$ cat config.mk
export PLATFORM = sky130hd
export DESIGN_NAME = scaler_hresample
export DESIGN_NICKNAME = d
export VERILOG_FILES = /design/src/rtl/scaler_hresample.sv
export SDC_FILE = /design/constraint.sdc
export NUM_CORES = 1
export LEC_CHECK = 0
export BUFFER_PORTS_ARGS = -buffer_cell sky130_fd_sc_hd__clkbuf_2
export CORE_ASPECT_RATIO = 1.25
export CORE_MARGIN = 2
export CORE_UTILIZATION = 35
export CTS_CLUSTER_SIZE = 24
export DETAILED_ROUTE_END_ITERATION = 10
export GPL_TIMING_DRIVEN = 0
export HOLD_SLACK_MARGIN = 0.06
export PLACE_DENSITY = 0.5
export SLEW_MARGIN = 30
export SYNTH_ARGS = -nofsm -noshare
export SYNTH_HDL_FRONTEND = slang
export SYNTH_SLANG_ARGS = --single-unit
$ cat constraint.sdc
create_clock -name clk -period 6 [get_ports clk]
set_input_delay 0.6 -clock clk [delete_from_list [all_inputs] [get_ports clk]]
set_output_delay 0.6 -clock clk [all_outputs]
set_load 0.02 [all_outputs]
$ cat src/rtl/scaler_hresample.sv
// Horizontal nearest-neighbour resampler for the axis_scaler pipeline.
// Consumes one s_last-delimited source line and emits dst output pixels;
// output pixel j takes source pixel floor(j*step).
// Ports:
//   clk, reset                 clock, synchronous active-high reset
//   cfg_step, cfg_dst_width    line config, sampled at line start
//   s_valid/s_data/s_user/s_last/s_ready   source pixel stream
//   m_valid/m_data/m_user/m_last/m_ready   registered output pixel stream
module scaler_hresample #(
    parameter int unsigned C_DATA_WIDTH = 12,
    parameter int unsigned C_WIDTH_BITS = 12,
    parameter int unsigned C_FRAC_BITS  = 8,
    parameter int unsigned C_STEP_BITS  = 12
) (
    input  logic                    clk,
    input  logic                    reset,
    input  logic [C_STEP_BITS-1:0]  cfg_step,
    input  logic [C_WIDTH_BITS-1:0] cfg_dst_width,
    input  logic                    s_valid,
    input  logic [C_DATA_WIDTH-1:0] s_data,
    input  logic                    s_user,
    input  logic                    s_last,
    output logic                    s_ready,
    output logic                    m_valid,
    output logic [C_DATA_WIDTH-1:0] m_data,
    output logic                    m_user,
    output logic                    m_last,
    input  logic                    m_ready
);

    localparam int unsigned ACC_W = C_WIDTH_BITS + C_FRAC_BITS + 1;
    localparam int unsigned INT_W = ACC_W - C_FRAC_BITS;

    typedef enum logic [1:0] {
        RUN   = 2'd0,
        PAD   = 2'd1,
        DRAIN = 2'd2
    } state_t;

    state_t                  state;
    logic                    new_line;
    logic [C_STEP_BITS-1:0]  step_q;
    logic [C_WIDTH_BITS-1:0] dst_q;
    logic [ACC_W-1:0]        acc;
    logic [C_WIDTH_BITS-1:0] sx;
    logic [C_WIDTH_BITS-1:0] ox;
    logic [C_DATA_WIDTH-1:0] hold;

    logic [C_STEP_BITS-1:0]  step_c;
    logic [C_WIDTH_BITS-1:0] dst_c;
    logic [ACC_W-1:0]        acc_nx;
    logic [C_WIDTH_BITS-1:0] ox_after;
    logic                    hit;
    logic                    room;
    logic                    out_last;
    logic                    onext;
    logic                    snext;
    logic                    emit;
    logic                    line_done;

    // Until the first pixel of a line is seen, config comes straight from the cfg ports.
    always_comb begin
        step_c = step_q;
        dst_c  = dst_q;
        if (new_line) begin
            step_c = (cfg_step == '0) ? C_STEP_BITS'(1) : cfg_step;
            dst_c  = cfg_dst_width;
        end
    end

    assign acc_nx   = acc + ACC_W'(step_c);
    assign hit      = (acc[ACC_W-1:C_FRAC_BITS] == INT_W'(sx));
    assign room     = (ox < dst_c);
    assign out_last = (ox == dst_c - C_WIDTH_BITS'(1));
    assign onext    = ~m_valid | m_ready;
    assign snext    = s_valid & s_ready;
    assign emit     = (state == RUN) && s_valid && room && hit && onext;
    assign ox_after = emit ? ox + C_WIDTH_BITS'(1) : ox;

    // Source accept: a hit pixel is held while the next sample still maps to it.
    always_comb begin
        s_ready = 1'b0;
        case (state)
            RUN: begin
                if (!room || !hit) begin
                    s_ready = 1'b1;
                end else begin
                    s_ready = onext &&
                              ((acc_nx[ACC_W-1:C_FRAC_BITS] != INT_W'(sx)) || out_last);
                end
            end
            PAD:     s_ready = 1'b0;
            DRAIN:   s_ready = 1'b1;
            default: s_ready = 1'b0;
        endcase
    end

    // Line ends when both the source line and the output line are finished.
    always_comb begin
        line_done = 1'b0;
        case (state)
            RUN:     line_done = snext && s_last && (ox_after >= dst_c);
            PAD:     line_done = onext && out_last;
            DRAIN:   line_done = snext && s_last;
            default: line_done = 1'b0;
        endcase
    end

    // State, counters and registered output stage.
    always_ff @(posedge clk) begin
        if (reset) begin
            state    <= RUN;
            new_line <= 1'b1;
            step_q   <= '0;
            dst_q    <= '0;
            acc      <= '0;
            sx       <= '0;
            ox       <= '0;
            hold     <= '0;
            m_valid  <= 1'b0;
            m_data   <= '0;
            m_user   <= 1'b0;
            m_last   <= 1'b0;
        end else begin
            if (m_ready) begin
                m_valid <= 1'b0;
            end
            case (state)
                RUN: begin
                    if (s_valid && new_line) begin
                        step_q   <= step_c;
                        dst_q    <= dst_c;
                        new_line <= 1'b0;
                    end
                    if (emit) begin
                        m_valid <= 1'b1;
                        m_data  <= s_data;
                        m_user  <= s_user && (ox == '0);
                        m_last  <= out_last;
                        acc     <= acc_nx;
                        ox      <= ox_after;
                    end
                    if (snext) begin
                        sx   <= sx + C_WIDTH_BITS'(1);
                        hold <= s_data;
                        if (ox_after >= dst_c) begin
                            if (!s_last) begin
                                state <= DRAIN;
                            end
                        end else if (s_last) begin
                            state <= PAD;
                        end
                    end
                end
                PAD: begin
                    if (onext) begin
                        m_valid <= 1'b1;
                        m_data  <= hold;
                        m_user  <= 1'b0;
                        m_last  <= out_last;
                        ox      <= ox + C_WIDTH_BITS'(1);
                    end
                end
                DRAIN: begin
                end
                default: state <= RUN;
            endcase
            if (line_done) begin
                state    <= RUN;
                new_line <= 1'b1;
                acc      <= '0;
                sx       <= '0;
                ox       <= '0;
            end
        end
    end

endmodule

# After elaboration in Yosys (flattened, before gate mapping)
# Cells that the tools add are included.
[totals]
register_bits = 99
output_inout_bits = 16
word_cells = 85
[classes]
add_sub_neg = 4
eq_ne = 10
mux = 28
bitwise = 4
n_reduce_logical = 25
order_cmp = 2
[ops]
columns = ["cell", "n"]
rows = [
  ["$mux W12", 8],
  ["$pmux W12 S2", 2],
  ["$add A12 B1 Y12 const B", 2],
  ["$logic_not A12 Y1", 2],
  ["$add A21 B12 Y21", 1],
  ["$eq A13 B12 Y1", 1],
  ["$ne A13 B12 Y1", 1],
  ["$eq A12 B12 Y1", 1],
  ["$ge A12 B12 Y1", 1],
  ["$lt A12 B12 Y1", 1],
  ["$sub A12 B1 Y12 const B", 1],
  ["$logic_and A1 B1 Y1", 10],
  ["$mux W1", 8],
  ["$mux W2", 4],
  ["$pmux W1 S2", 4],
  ["$ne A2 B2 Y1 const B", 3],
  ["$reduce_and A2 Y1", 3],
  ["$pmux W2 S2", 1],
  ["$reduce_and A4 Y1", 1],
  ["$reduce_or A2 Y1", 2],
  ["$ne A3 B2 Y1 const B", 1],
  ["$ne A3 B3 Y1 const B", 1],
  ["$pmux W1 S3", 1],
  ["$reduce_and A3 Y1", 1],
  ["other kinds (9)", 12],
]

# Logic depth before layout (Yosys ltp)
# Gate-level depths: netlist of the first run.
[logic_depth]
depth_word = 14
ltp_mapped = 27
depth_no_buf = 19

# Least setup slack after synthesis of the first run
# No wires, ideal clock.
[synth_timing]
path_kind = "register to register"
startpoint = "reg new_line"
endpoint = "reg acc[11]"
setup_slack_ns = 0.851
period_less_slack_ns = 5.149
path_stages_with_launch = 27
setup_ns = 0.064
t_required_ns = 5.936
n_path_buf = 8
t_arrival_ns = 5.085
cell_sequence = "dfxtp_1 -> buf_6 -> buf_6 -> buf_2 -> buf_1 -> mux2i_1 -> ha_1 -> nor2b_1 -> o211ai_1 -> a21o_1 -> a21oi_1 -> nor4b_1 -> buf_2 -> buf_1 -> xnor2_1 -> ha_1 -> nand2b_1 -> a21o_1 -> a21o_1 -> a21o_1 -> a21oi_1 -> o21ai_0 -> a31oi_1 -> o31ai_2 -> buf_2 -> buf_4 -> nor2_1"
[synth_via]
elab_chain_len = 12
word_cells_on_any_way = 25
classes_between = "add/sub (2); order compare (2); eq/ne (2); mux (6); bitwise (1); reduce/logical (12)"
[synth_rtl]
columns = ["element", "line", "rtl"]
rows = [
  ["start, declared", "41", "logic new_line;"],
  ["start signal, assigned", "113", "new_line <= 1'b1;"],
  ["start signal, assigned", "133", "new_line <= 1'b0;"],
  ["start signal, assigned", "170", "new_line <= 1'b1;"],
  ["$mux W12", "65", "if (new_line) begin"],
  ["$add A21 B12 Y21 or $sub A12 B1 Y12 (tied branches)", "71, 74", ""],
  ["$ne A13 B12 Y1 or $eq A12 B12 Y1 (tied branches)", "89, 74", ""],
  ["$logic_or A1 B1 Y1", "89", "((acc_nx[ACC_W-1:C_FRAC_BITS] != INT_W'(sx)) || out_last);"],
  ["$logic_and A1 B1 Y1", "88", "s_ready = onext &&"],
  ["$mux W1", "85", "if (!room || !hit) begin"],
  ["$pmux W1 S2", "83", "case (state)"],
  ["$and A1 B1 Y1", "76", "assign snext = s_valid & s_ready;"],
  ["$logic_and A1 B1 Y1", "102, 104", ""],
  ["$logic_and A1 B1 Y1", "102", "RUN: line_done = snext && s_last && (ox_after >= dst_c);"],
  ["$pmux W1 S3", "101", "case (state)"],
  ["$reduce_or A2 Y1 (no source line)", "-", ""],
  ["end signal, assigned", "140", "acc <= acc_nx;"],
  ["end, declared", "44", "logic [ACC_W-1:0] acc;"],
]
# Parallel ways exist; a longest one is shown, timed or not.
# A chain may end at the register's enable or synchronous reset.

# Worst setup path after layout of the first run
[layout_timing]
startpoint = "reg new_line"
endpoint = "reg acc[4]"
# The elaborated chain is that of the path after synthesis.

==> flow_metrics.tcl, run 1 <==
set metrics [dict create \
    count_of_pins_over_their_slew_limit 0 \
    max_stage_delay_ns 0.38 \
    route.final.wire_length_um 18300 \
    timing.critical_path.arrival_ns 5.87 \
    rows 56 \
    netlist_top_cells_area "dfxtp_1, ha_1, mux2i_1, xnor2_1, nor2_1" \
    seq_area_mm2 0.001982 \
    finalSetupViolations 0 \
    finish.cell_count_without_fillers 1087 \
    path_buf_inv 7 \
    worstHoldPathType "reg2reg" \
    synth_largest_area_cell "dfxtp_1" \
    yosys_register_bits 99 \
    critPathMostFrequentCell "a21o_1" \
    path_max_fanout 19 \
    combinational_share_of_power_pct 50.9 \
    yosys-top-cells-count "dfxtp_1, nor2_1, nand2_1, a21oi_1, mux2i_1" \
    clock_transition_at_the_registers_of_the_reported_paths_ns 0.08 \
    reg2reg_slack_ns 0.38 \
    finalHoldViolations 0 \
    setup_total_negative_slack_ns 0 \
    async_reset_ff_share_pct 0 \
    worstHoldEndpoint "step_q[6]" \
    detailedPlace.worstSlack_ns -0.6323 \
    max_cap_violations 0 \
    detail_route.drc_violations 0 \
    worst-endpoint-required_ns 6.25 \
    yosys_warnings 0 \
    numPlacedInstances 1072 \
    timing.final.crit_share_pct 93.67 \
    most_instantiated_library_cell_after_synthesis "dfxtp_1" \
    number_of_standard_cells_after_synthesis 784 \
    clock_path_buffers 2 \
    ys_seq_area_share_pct 29.77 \
    nFillCells 1912 \
    layout-area-overhead-vs-synth_pct 13.53 \
    layout-drive-gt1-share_pct 14.62 \
    grt_pass1_vias 5684 \
    start_kind "flip-flop" \
    fmaxAchievable_mhz 177.9 \
    power.density_cell_area_mw_per_mm2 411.4 \
    slowest_stage "mux2i_2" \
    p_int_w 0.001738 \
    worst_skew_pair.late_latency_ns 0.36 \
    drt-vias-per-instance 5.211 \
    grt_max_degree 22 \
    multi_input_comb_area_mm2 0.004384 \
    cts.repair_timing.setup_buffer_count 0 \
    reg2regPathDepth 25 \
    ys_dominant_reg_cell "dfxtp_1" \
    drt-initial-drc-count 222 \
    tritoncts_num_sinks 99 \
    cts-root-buf "clkbuf_16" \
    cp.depth 25 \
    criticalPathCategory "reg2reg" \
    post_syn_area_mm2 0.006656 \
    globalplace.congestion 0.8205 \
    swShare_pct 44.08 \
    fp.dieArea_mm2 0.02014 \
    cts_max_level 3 \
    total_leakage_power_nw 3.186 \
    cts_hold_buf 0 \
    power_frac_seq_pct 29.1 \
    fp.coreArea_mm2 0.01871 \
    tritoncts.num_buffers 9 \
    n_antenna_cell 0 \
    switchingPower_w 0.001370 \
    worstHoldPathCells 2 \
    chipWidth_um 127.3 \
    nNetsFinal 937 \
    drt-wirelength-per-cell_um 16.83 \
    grt-ovfl-total 0 \
    worst_slew_pin_slew_ns 0.7371 \
    holdWs_ns 0.4541 \
    initial_antenna_violation_count 0 \
    worstSetupEndpointType "flip-flop" \
    tritoncts "built" \
    grt.total_usage_pct 18.86 \
    mappedNetlistNets 871 \
    max-slew-margin-rel_pct 49.45 \
    final_critical_path_setup_slack_ns 0.3799 \
    die_height_um 158.2 \
    final.setup_skew_ns 0.01153 \
    design.portCount 58 \
    synth_top_area_share_pct 29.77 \
    timing.critical_path.max_delay_family "buffers and inverters" \
    worstReg2RegEnd "acc[4]" \
    post-route-min-period_ns 5.620 \
    portBuffers 56 \
    floorplan.initialDensity_pct 35.58 \
    detail-route-antenna-nets 0 \
    synth_edf_count 0 \
    detailroute.via_count 5664 \
    status "finished clean" \
    worst_ir_drop_vdd_v 0.0002162 \
    post-dp-hpwl_um 14240 \
    tritonroute_pass_1_iters 5 \
    timing.rr.start "new_line" \
    first_pass_grt_wire_length_um 29900 \
    yosysUniqueCellTypes 63 \
    power_share_of_the_clock_group_pct 20.0 \
    rsz0062_at_grt "false" \
    report.power.total_w 0.003109 \
    min_from "step_q[6]" \
    postSynthAreaPerCell_um2 8.490 \
]
## cells by family (layout without fill, tap and decap cells)
logic type      after synthesis  after routing  synth area share, %
compound gates              148            148                14.96
xor+xnor                     77             77                10.34
fa+ha+maj                    45             45                8.571
buf+inv                      67            138                4.474
flops                        99             99                29.77
mux                          65             65                10.30
simple gates                283            283                21.58
## cell usage in the layout (no fill, tap or decap), types with 5 or more instances in the layout
| master | count |
|---|---|
| a211oi_1 | 21 |
| a21o_1 | 17 |
| a21oi_1 | 48 |
| and3_1 | 8 |
| buf_2 | 5 |
| clkbuf_1 | 34 |
| clkbuf_16 | 9 |
| clkbuf_2 | 57 |
| dfxtp_1 | 99 |
| ha_1 | 44 |
| inv_1 | 14 |
| mux2_2 | 13 |
| mux2i_1 | 46 |
| mux2i_2 | 6 |
| nand2_1 | 81 |
| nand2b_1 | 7 |
| nand3_1 | 16 |
| nand4_1 | 8 |
| nor2_1 | 93 |
| nor2b_1 | 9 |
| nor3_1 | 12 |
| nor3b_1 | 6 |
| nor4_1 | 9 |
| o211ai_1 | 7 |
| o21a_1 | 6 |
| o21ai_0 | 11 |
| o31ai_1 | 7 |
| or3_1 | 5 |
| or4_1 | 7 |
| xnor2_1 | 42 |
| xor2_1 | 34 |
## how the worst max path moves through the flow
stage | end | slack (ns) | start
2_1_floorplan | acc[11] | 0.85 | new_line
3_3_place_gp | ox[10] | -0.62 | new_line
3_5_place_dp | acc[6] | -0.63 | new_line
4_1_cts | acc[4] | 0.07 | new_line
5_1_grt | acc[3] | 0.03 | new_line
6_report | acc[4] | 0.38 | new_line
## power by group through the flow
stage | Combinational (W) | Clock, W | Sequential (W)
after floorplan | 0.00114 | 0 | 0.000953
after global routing | 0.00177 | 0.000669 | 0.000926
after global placement | 0.00158 | 0 | 0.000922
after detailed placement | 0.00158 | 0 | 0.000919
final | 0.00158 | 0.000622 | 0.000905
after CTS | 0.00159 | 0.000642 | 0.000906
## worst reg2reg max path, cell delays in order, from the launching register on
cell	delay, ns
dfxtp_1	0.37
buf_6	0.20
buf_6	0.17
clkbuf_4	0.32
mux2i_2	0.38
ha_1	0.29
nor2b_1	0.13
o211ai_1	0.18
a21o_1	0.15
a21oi_1	0.19
nor4b_1	0.33
buf_2	0.29
buf_2	0.30
xnor2_1	0.11
ha_1	0.27
nand2b_1	0.09
a21o_1	0.11
a21o_1	0.11
a21o_1	0.10
a21oi_1	0.07
o21ai_1	0.32
a31oi_1	0.16
o31ai_2	0.31
clkbuf_4	0.29
buf_4	0.22
nor2_1	0.06
## timing repair
action / 4_1_cts / 5_1_grt
resized for setup: 2 / 7
pin swaps: 0 / 0
setup endpoints to repair: 48 / 47
## through the flow
step,cell area (µm²),util (%)
2_1_floorplan,6656,-
3_3_place_gp,7227,38.63
3_5_place_dp,7227,38.63
4_1_cts,7541,40.31
5_1_grt,7557,40.40
6_report,7557,40.40
## sequential cells by signal, indices dropped and copies added, names as in the netlist
name / flops
dst_q: 12
m_valid: 1
m_last: 1
acc: 21
m_data: 12
new_line: 1
step_q: 12
sx: 12
m_user: 1
ox: 12
state: 2
hold: 12
## layer usage
metal,track usage [%],share of wire [%]
met1,23.80,47
met2,33.64,49
met3,2.737,2.5
met4,4.867,1.2
met5,0,0
## area by class of cell
cell class                 instances  share of cell area (%)
tap                              232                   3.841
sequential                        99                   26.23
buffer                            52                   3.328
timing repair buffer              56                   3.709
clock buffer                       9                   2.980
multi-input combinational        618                   58.01
clock inverter                     7                   1.209
inverter                          14                  0.6954
Note: power is estimated with default switching activity, not from simulation.
==> run 2: changes to the inputs <==
--- a/config.mk
+++ b/config.mk
@@ -14,6 +14,7 @@
 export GPL_TIMING_DRIVEN = 0
 export HOLD_SLACK_MARGIN = 0.06
 export PLACE_DENSITY = 0.5
+export REMOVE_ABC_BUFFERS = 1
 export SLEW_MARGIN = 30
 export SYNTH_ARGS = -nofsm -noshare
 export SYNTH_HDL_FRONTEND = slang
==> flow_metrics.tcl, run 2 (synthesis gave the netlist of run 1 again) <==
set metrics [dict create \
    critPathMostFrequentCell "a21o_1" \
    worst_ir_drop_vdd_v 0.0002190 \
    reg_with_most_ffs "acc" \
    portBuffers 57 \
    timing.critical_path.max_delay_family "compound AO/OA/AOI/OAI gates" \
    mostFrequentLayoutCell "dfxtp_1" \
    drt-initial-drc-count 231 \
    nFillCells 1911 \
    fp.coreArea_mm2 0.01871 \
    seq_area_mm2 0.001983 \
    timing.critical_path.arrival_ns 5.74 \
    n_antenna_cell 0 \
    tritoncts "built" \
    grt-ovfl-total 0 \
    final.setup_skew_ns 0.009916 \
    total_leakage_power_nw 3.154 \
    post-route-min-period_ns 5.474 \
    final_critical_path_setup_slack_ns 0.5261 \
    die_height_um 158.2 \
    max-slew-margin-rel_pct 35.81 \
    worstSetupEndpointType "flip-flop" \
    criticalPathCategory "reg2reg" \
    route.final.wire_length_um 15950 \
    finalSetupViolations 0 \
    detail_route.drc_violations 0 \
    finish.cell_count_without_fillers 1050 \
    drt-vias-per-instance 5.244 \
    tritonroute_pass_1_iters 4 \
    globalplace.congestion 0.8025 \
    numPlacedInstances 1030 \
    grt.total_usage_pct 16.57 \
    worst_slew_pin_slew_ns 0.9609 \
    initial_antenna_violation_count 0 \
    cts_max_level 3 \
    cts-root-buf "clkbuf_16" \
    count_of_pins_over_their_slew_limit 0 \
    worst-endpoint-required_ns 6.27 \
    chipWidth_um 127.3 \
    tritoncts_num_sinks 99 \
    detailroute.via_count 5506 \
    multi_input_comb_area_mm2 0.004429 \
    path_buf_inv 4 \
    slowest_stage "dfxtp_2" \
    path_max_fanout 24 \
    max_cap_violations 0 \
    detailedPlace.worstSlack_ns 0.07677 \
    finalHoldViolations 0 \
    timing.final.crit_share_pct 91.23 \
    start_kind "flip-flop" \
    fmaxAchievable_mhz 182.7 \
    layout-drive-gt1-share_pct 15.40 \
    grt_max_degree 53 \
    worstHoldPathType "reg2reg" \
    clock_path_buffers 2 \
    max_reg_flops 21 \
    power.density_cell_area_mw_per_mm2 411.1 \
    worst_skew_pair.late_latency_ns 0.35 \
    fp.dieArea_mm2 0.02014 \
    grt_pass1_vias 5510 \
    floorplan.initialDensity_pct 35.58 \
    status "finished clean" \
    post-dp-hpwl_um 12400 \
    path_cells "buf_12 -> mux2i_2 -> ha_1 -> a2111oi_0 -> a21o_1 -> a21oi_1 -> nor4b_4 -> buf_2 -> xnor2_1 -> ha_1 -> nand2b_1 -> a21o_1 -> a21o_1 -> a21o_1 -> a21oi_1 -> o21ai_0 -> a31oi_2 -> o31ai_4 -> buf_12 -> buf_6 -> a211oi_1" \
    drt-wirelength-per-cell_um 15.19 \
    detail-route-antenna-nets 0 \
    rsz0062_at_grt "false" \
    rows 56 \
    max_stage_delay_ns 0.56 \
    cts_hold_buf 0 \
    first_pass_grt_wire_length_um 27110 \
    nNetsFinal 900 \
    design.portCount 58 \
    clock_transition_at_the_registers_of_the_reported_paths_ns 0.07 \
    layout-area-overhead-vs-synth_pct 12.41 \
    tritoncts.num_buffers 9 \
    layout.cells.most_common_list "dfxtp_1, nor2_1, nand2_1" \
]
[run 2: changes by cell type in the layout (fill, tap and decap cells not counted), sizes merged]
cell / before / now
inv: 17 / 15
clkbuf: 103 / 70
bufinv: 0 / 1
clkinv: 4 / 0
clkinvlp: 0 / 1
[run 2: what timing repair did]
action / CTS / global route
hold endpoints to repair: 0 / 0
endpoints found under the setup margin: 0 / 48
setup buffers: 0 / 4
gates resized for setup: 0 / 2
[run 2: path summary, 6_finish.rpt]
path / start / endpoint / slack, ns / cells past startpoint
setup / recovery: new_line / acc[1] / 0.53 / 21
hold / removal: step_q[10] / step_q[10] / 0.46 / 2
setup reg to reg: new_line / acc[1] / 0.53 / 21
hold reg to reg: step_q[10] / step_q[10] / 0.46 / 2
[run 2: final cells by class]
| class | count | area share, % |
|---|---|---|
| clock buffer | 13 | 3.344 |
| inverter | 14 | 0.7023 |
| tap | 232 | 3.880 |
| sequential | 99 | 26.50 |
| timing repair buffer | 71 | 5.753 |
| multi-input combinational | 618 | 59.20 |
| clock inverter | 3 | 0.6187 |
[run 2: through the flow]
stage / hold slack (ns) / setup TNS (ns) / area [µm²] / power [W] / util (%)
after CTS: 0.4587 / 0 / 7423 / 0.003088 / 39.68
final: 0.4613 / 0 / 7482 / 0.003076 / 39.99
after floorplan: 0.4278 / -141.34 / 6411 / 0.002063 / -
after global placement: 0.4396 / -325.51 / 6987 / 0.002413 / 37.35
after global routing: 0.4789 / 0 / 7482 / 0.003316 / 39.99
after detailed placement: 0.4488 / 0 / 7127 / 0.002478 / 38.10
[run 2: metal layers]
metal | routed length (µm) | vias up | GRT usage [%]
met1 | 7966 | 2597 | 22.07
li1 | - | 2822 | -
met4 | 270 | 0 | 5.756
met2 | 7291 | 71 | 27.43
met5 | 0 | - | 0
met3 | 418 | 16 | 2.366
[run 2: report_power, final]
| part | switching, W | internal (W) | leakage, nW |
|---|---|---|---|
| combinational | 0.000902 | 0.000662 | 2.21 |
| sequential | 0.000112 | 0.000804 | 0.808 |
| clock | 0.000258 | 0.000337 | 0.140 |
[run 2: tightest hold or removal path, cell delays in order (launching register included)]
cell,delay [ns]
dfxtp_1,0.31
nand2_1,0.05
a21oi_1,0.05
==> run 3: changes to the inputs <==
==> constraint.sdc (replaced) <==
create_clock -name clk -period 7.01 [get_ports clk]
set_input_delay 0.701 -clock clk [delete_from_list [all_inputs] [get_ports clk]]
set_output_delay 0.701 -clock clk [all_outputs]
set_load 0.02 [all_outputs]
==> flow_metrics.tcl, run 3 (synthesis gave the netlist of run 1 again) <==
set metrics [dict create \
    fmaxAchievable_mhz 170.6 \
    fp.coreArea_mm2 0.01871 \
    drt-vias-per-instance 5.266 \
    globalplace.congestion 0.8025 \
    worst_skew_pair.late_latency_ns 0.35 \
    rsz0062_at_grt "false" \
    critPathMostFrequentCell "a21o_1" \
    cts.repair_timing.setup_buffer_count 0 \
    path_cells "buf_12 -> mux2i_2 -> ha_1 -> a2111oi_0 -> a21o_1 -> a21oi_1 -> nor4b_2 -> buf_2 -> xnor2_1 -> ha_1 -> nand2b_1 -> a21o_1 -> a21o_1 -> a21o_1 -> a21oi_1 -> o21ai_0 -> a31oi_1 -> o31ai_4 -> buf_8 -> o21ba_1" \
    cts_hold_buf 0 \
    tritoncts "built" \
    tritoncts_num_sinks 99 \
    path_max_fanout 24 \
    cts_max_level 3 \
    tritoncts.num_buffers 9 \
    path_buf_inv 3 \
    first_pass_grt_wire_length_um 27110 \
    start_kind "flip-flop" \
    rows 56 \
    grt-ovfl-total 0 \
    status "finished clean" \
    slowest_stage "nor4b_2" \
    timing.critical_path.arrival_ns 6.11 \
    route.final.wire_length_um 15920 \
    design.portCount 58 \
    floorplan.initialDensity_pct 35.58 \
    timing.critical_path.max_delay_family "compound AO/OA/AOI/OAI gates" \
    clock_transition_at_the_registers_of_the_reported_paths_ns 0.07 \
    detailroute.via_count 5508 \
    max_cap_violations 0 \
    grt_max_degree 53 \
    portBuffers 57 \
    reg_with_most_ffs "acc" \
    timing.final.crit_share_pct 83.63 \
    worstSetupEndpointType "flip-flop" \
    criticalPathCategory "reg2reg" \
    cts_repair_resize_count 0 \
    chipWidth_um 127.3 \
    report.power.total_w 0.002607 \
    final.setup_skew_ns 0.009420 \
    tritonroute_pass_1_iters 4 \
    max_stage_delay_ns 0.61 \
    post-route-min-period_ns 5.863 \
    finish.cell_count_without_fillers 1046 \
    power.density_cell_area_mw_per_mm2 351.2 \
    worst_ir_drop_vdd_v 0.0001861 \
    clock_path_buffers 2 \
    finalHoldViolations 0 \
    layout-drive-gt1-share_pct 14.86 \
    detail_route.drc_violations 0 \
    drt-initial-drc-count 247 \
    post-dp-hpwl_um 12400 \
    worstHoldPathType "reg2reg" \
    max-slew-margin-rel_pct 37.75 \
    layout.cells.most_common_list "dfxtp_1, nor2_1, nand2_1" \
    detail-route-antenna-nets 0 \
    drt-wirelength-per-cell_um 15.22 \
    die_height_um 158.2 \
    worst-endpoint-required_ns 7.26 \
    numPlacedInstances 1030 \
    cts-root-buf "clkbuf_16" \
    nNetsFinal 896 \
    grt_pass1_vias 5510 \
    count_of_pins_over_their_slew_limit 0 \
    finalSetupViolations 0 \
    worst_slew_pin_slew_ns 0.9302 \
    n_antenna_cell 0 \
    initial_antenna_violation_count 0 \
    fp.dieArea_mm2 0.02014 \
    layout-area-overhead-vs-synth_pct 11.54 \
    total_leakage_power_nw 3.123 \
    mostFrequentLayoutCell "dfxtp_1" \
    grt.total_usage_pct 16.57 \
    max_reg_flops 21 \
    nFillCells 1912 \
]
[run 3: changes by cell type in the layout (fill, tap and decap cells not counted)]
cell | before | now
nor4b_2 | 0 | 1
buf_4 | 4 | 1
a31oi_1 | 3 | 4
buf_12 | 2 | 1
nor4b_4 | 3 | 2
a31oi_2 | 1 | 0
[run 3: where the power goes]
group / switching, W / internal, W
combinational: 0.000766 / 0.000548
sequential: 0.0000958 / 0.000688
clock: 0.000221 / 0.000289
total: 0.00108 / 0.00152
[run 3: routing by layer]
metal	part of all wire, %	GRT usage, %
met5	0	0
met4	1.6	5.756
met3	3.3	2.366
met2	46	27.43
met1	49	22.07
[run 3: area by class of cell]
class	count	area [µm²]	area share [%]
inverter	14	52.55	0.7078
sequential	99	1983	26.71
clock inverter	3	46.29	0.6235
timing repair buffer	67	387.9	5.224
tap	232	290.3	3.910
multi-input combinational	618	4414	59.45
clock buffer	13	250.2	3.370
[run 3: worst reg2reg max path, stage by stage (launching register included)]
cell and delay, ns:
dfxtp_2 0.56, buf_12 0.25, mux2i_2 0.42, ha_1 0.32, a2111oi_0 0.42, a21o_1 0.18
a21oi_1 0.23, nor4b_2 0.61, buf_2 0.29, xnor2_1 0.08, ha_1 0.27, nand2b_1 0.09
a21o_1 0.12, a21o_1 0.11, a21o_1 0.11, a21oi_1 0.06, o21ai_0 0.44, a31oi_1 0.24
o31ai_4 0.59, buf_8 0.23, o21ba_1 0.15
[run 3: worst paths after layout]
kind / to / cells after the start / start / slack [ns]
min: step_q[10] / 2 / step_q[10] / 0.46
max: sx[4] / 20 / new_line / 1.15
max reg2reg: sx[4] / 20 / new_line / 1.15
min reg2reg: step_q[10] / 2 / step_q[10] / 0.46
[run 3: metrics by stage]
stage / setup slack, ns / hold WS, ns / util [%] / TNS [ns] / instance area, µm²
final: 1.147 / 0.4618 / 39.69 / 0 / 7425
after global routing: 0.5227 / 0.4789 / 39.69 / 0 / 7425
after CTS: 1.064 / 0.4587 / 39.68 / 0 / 7423
after detailed placement: 1.087 / 0.4488 / 38.10 / 0 / 7127
after global placement: -5.852 / 0.4396 / 37.35 / -275.63 / 6987
after floorplan: -2.049 / 0.4278 / - / -92.86 / 6411
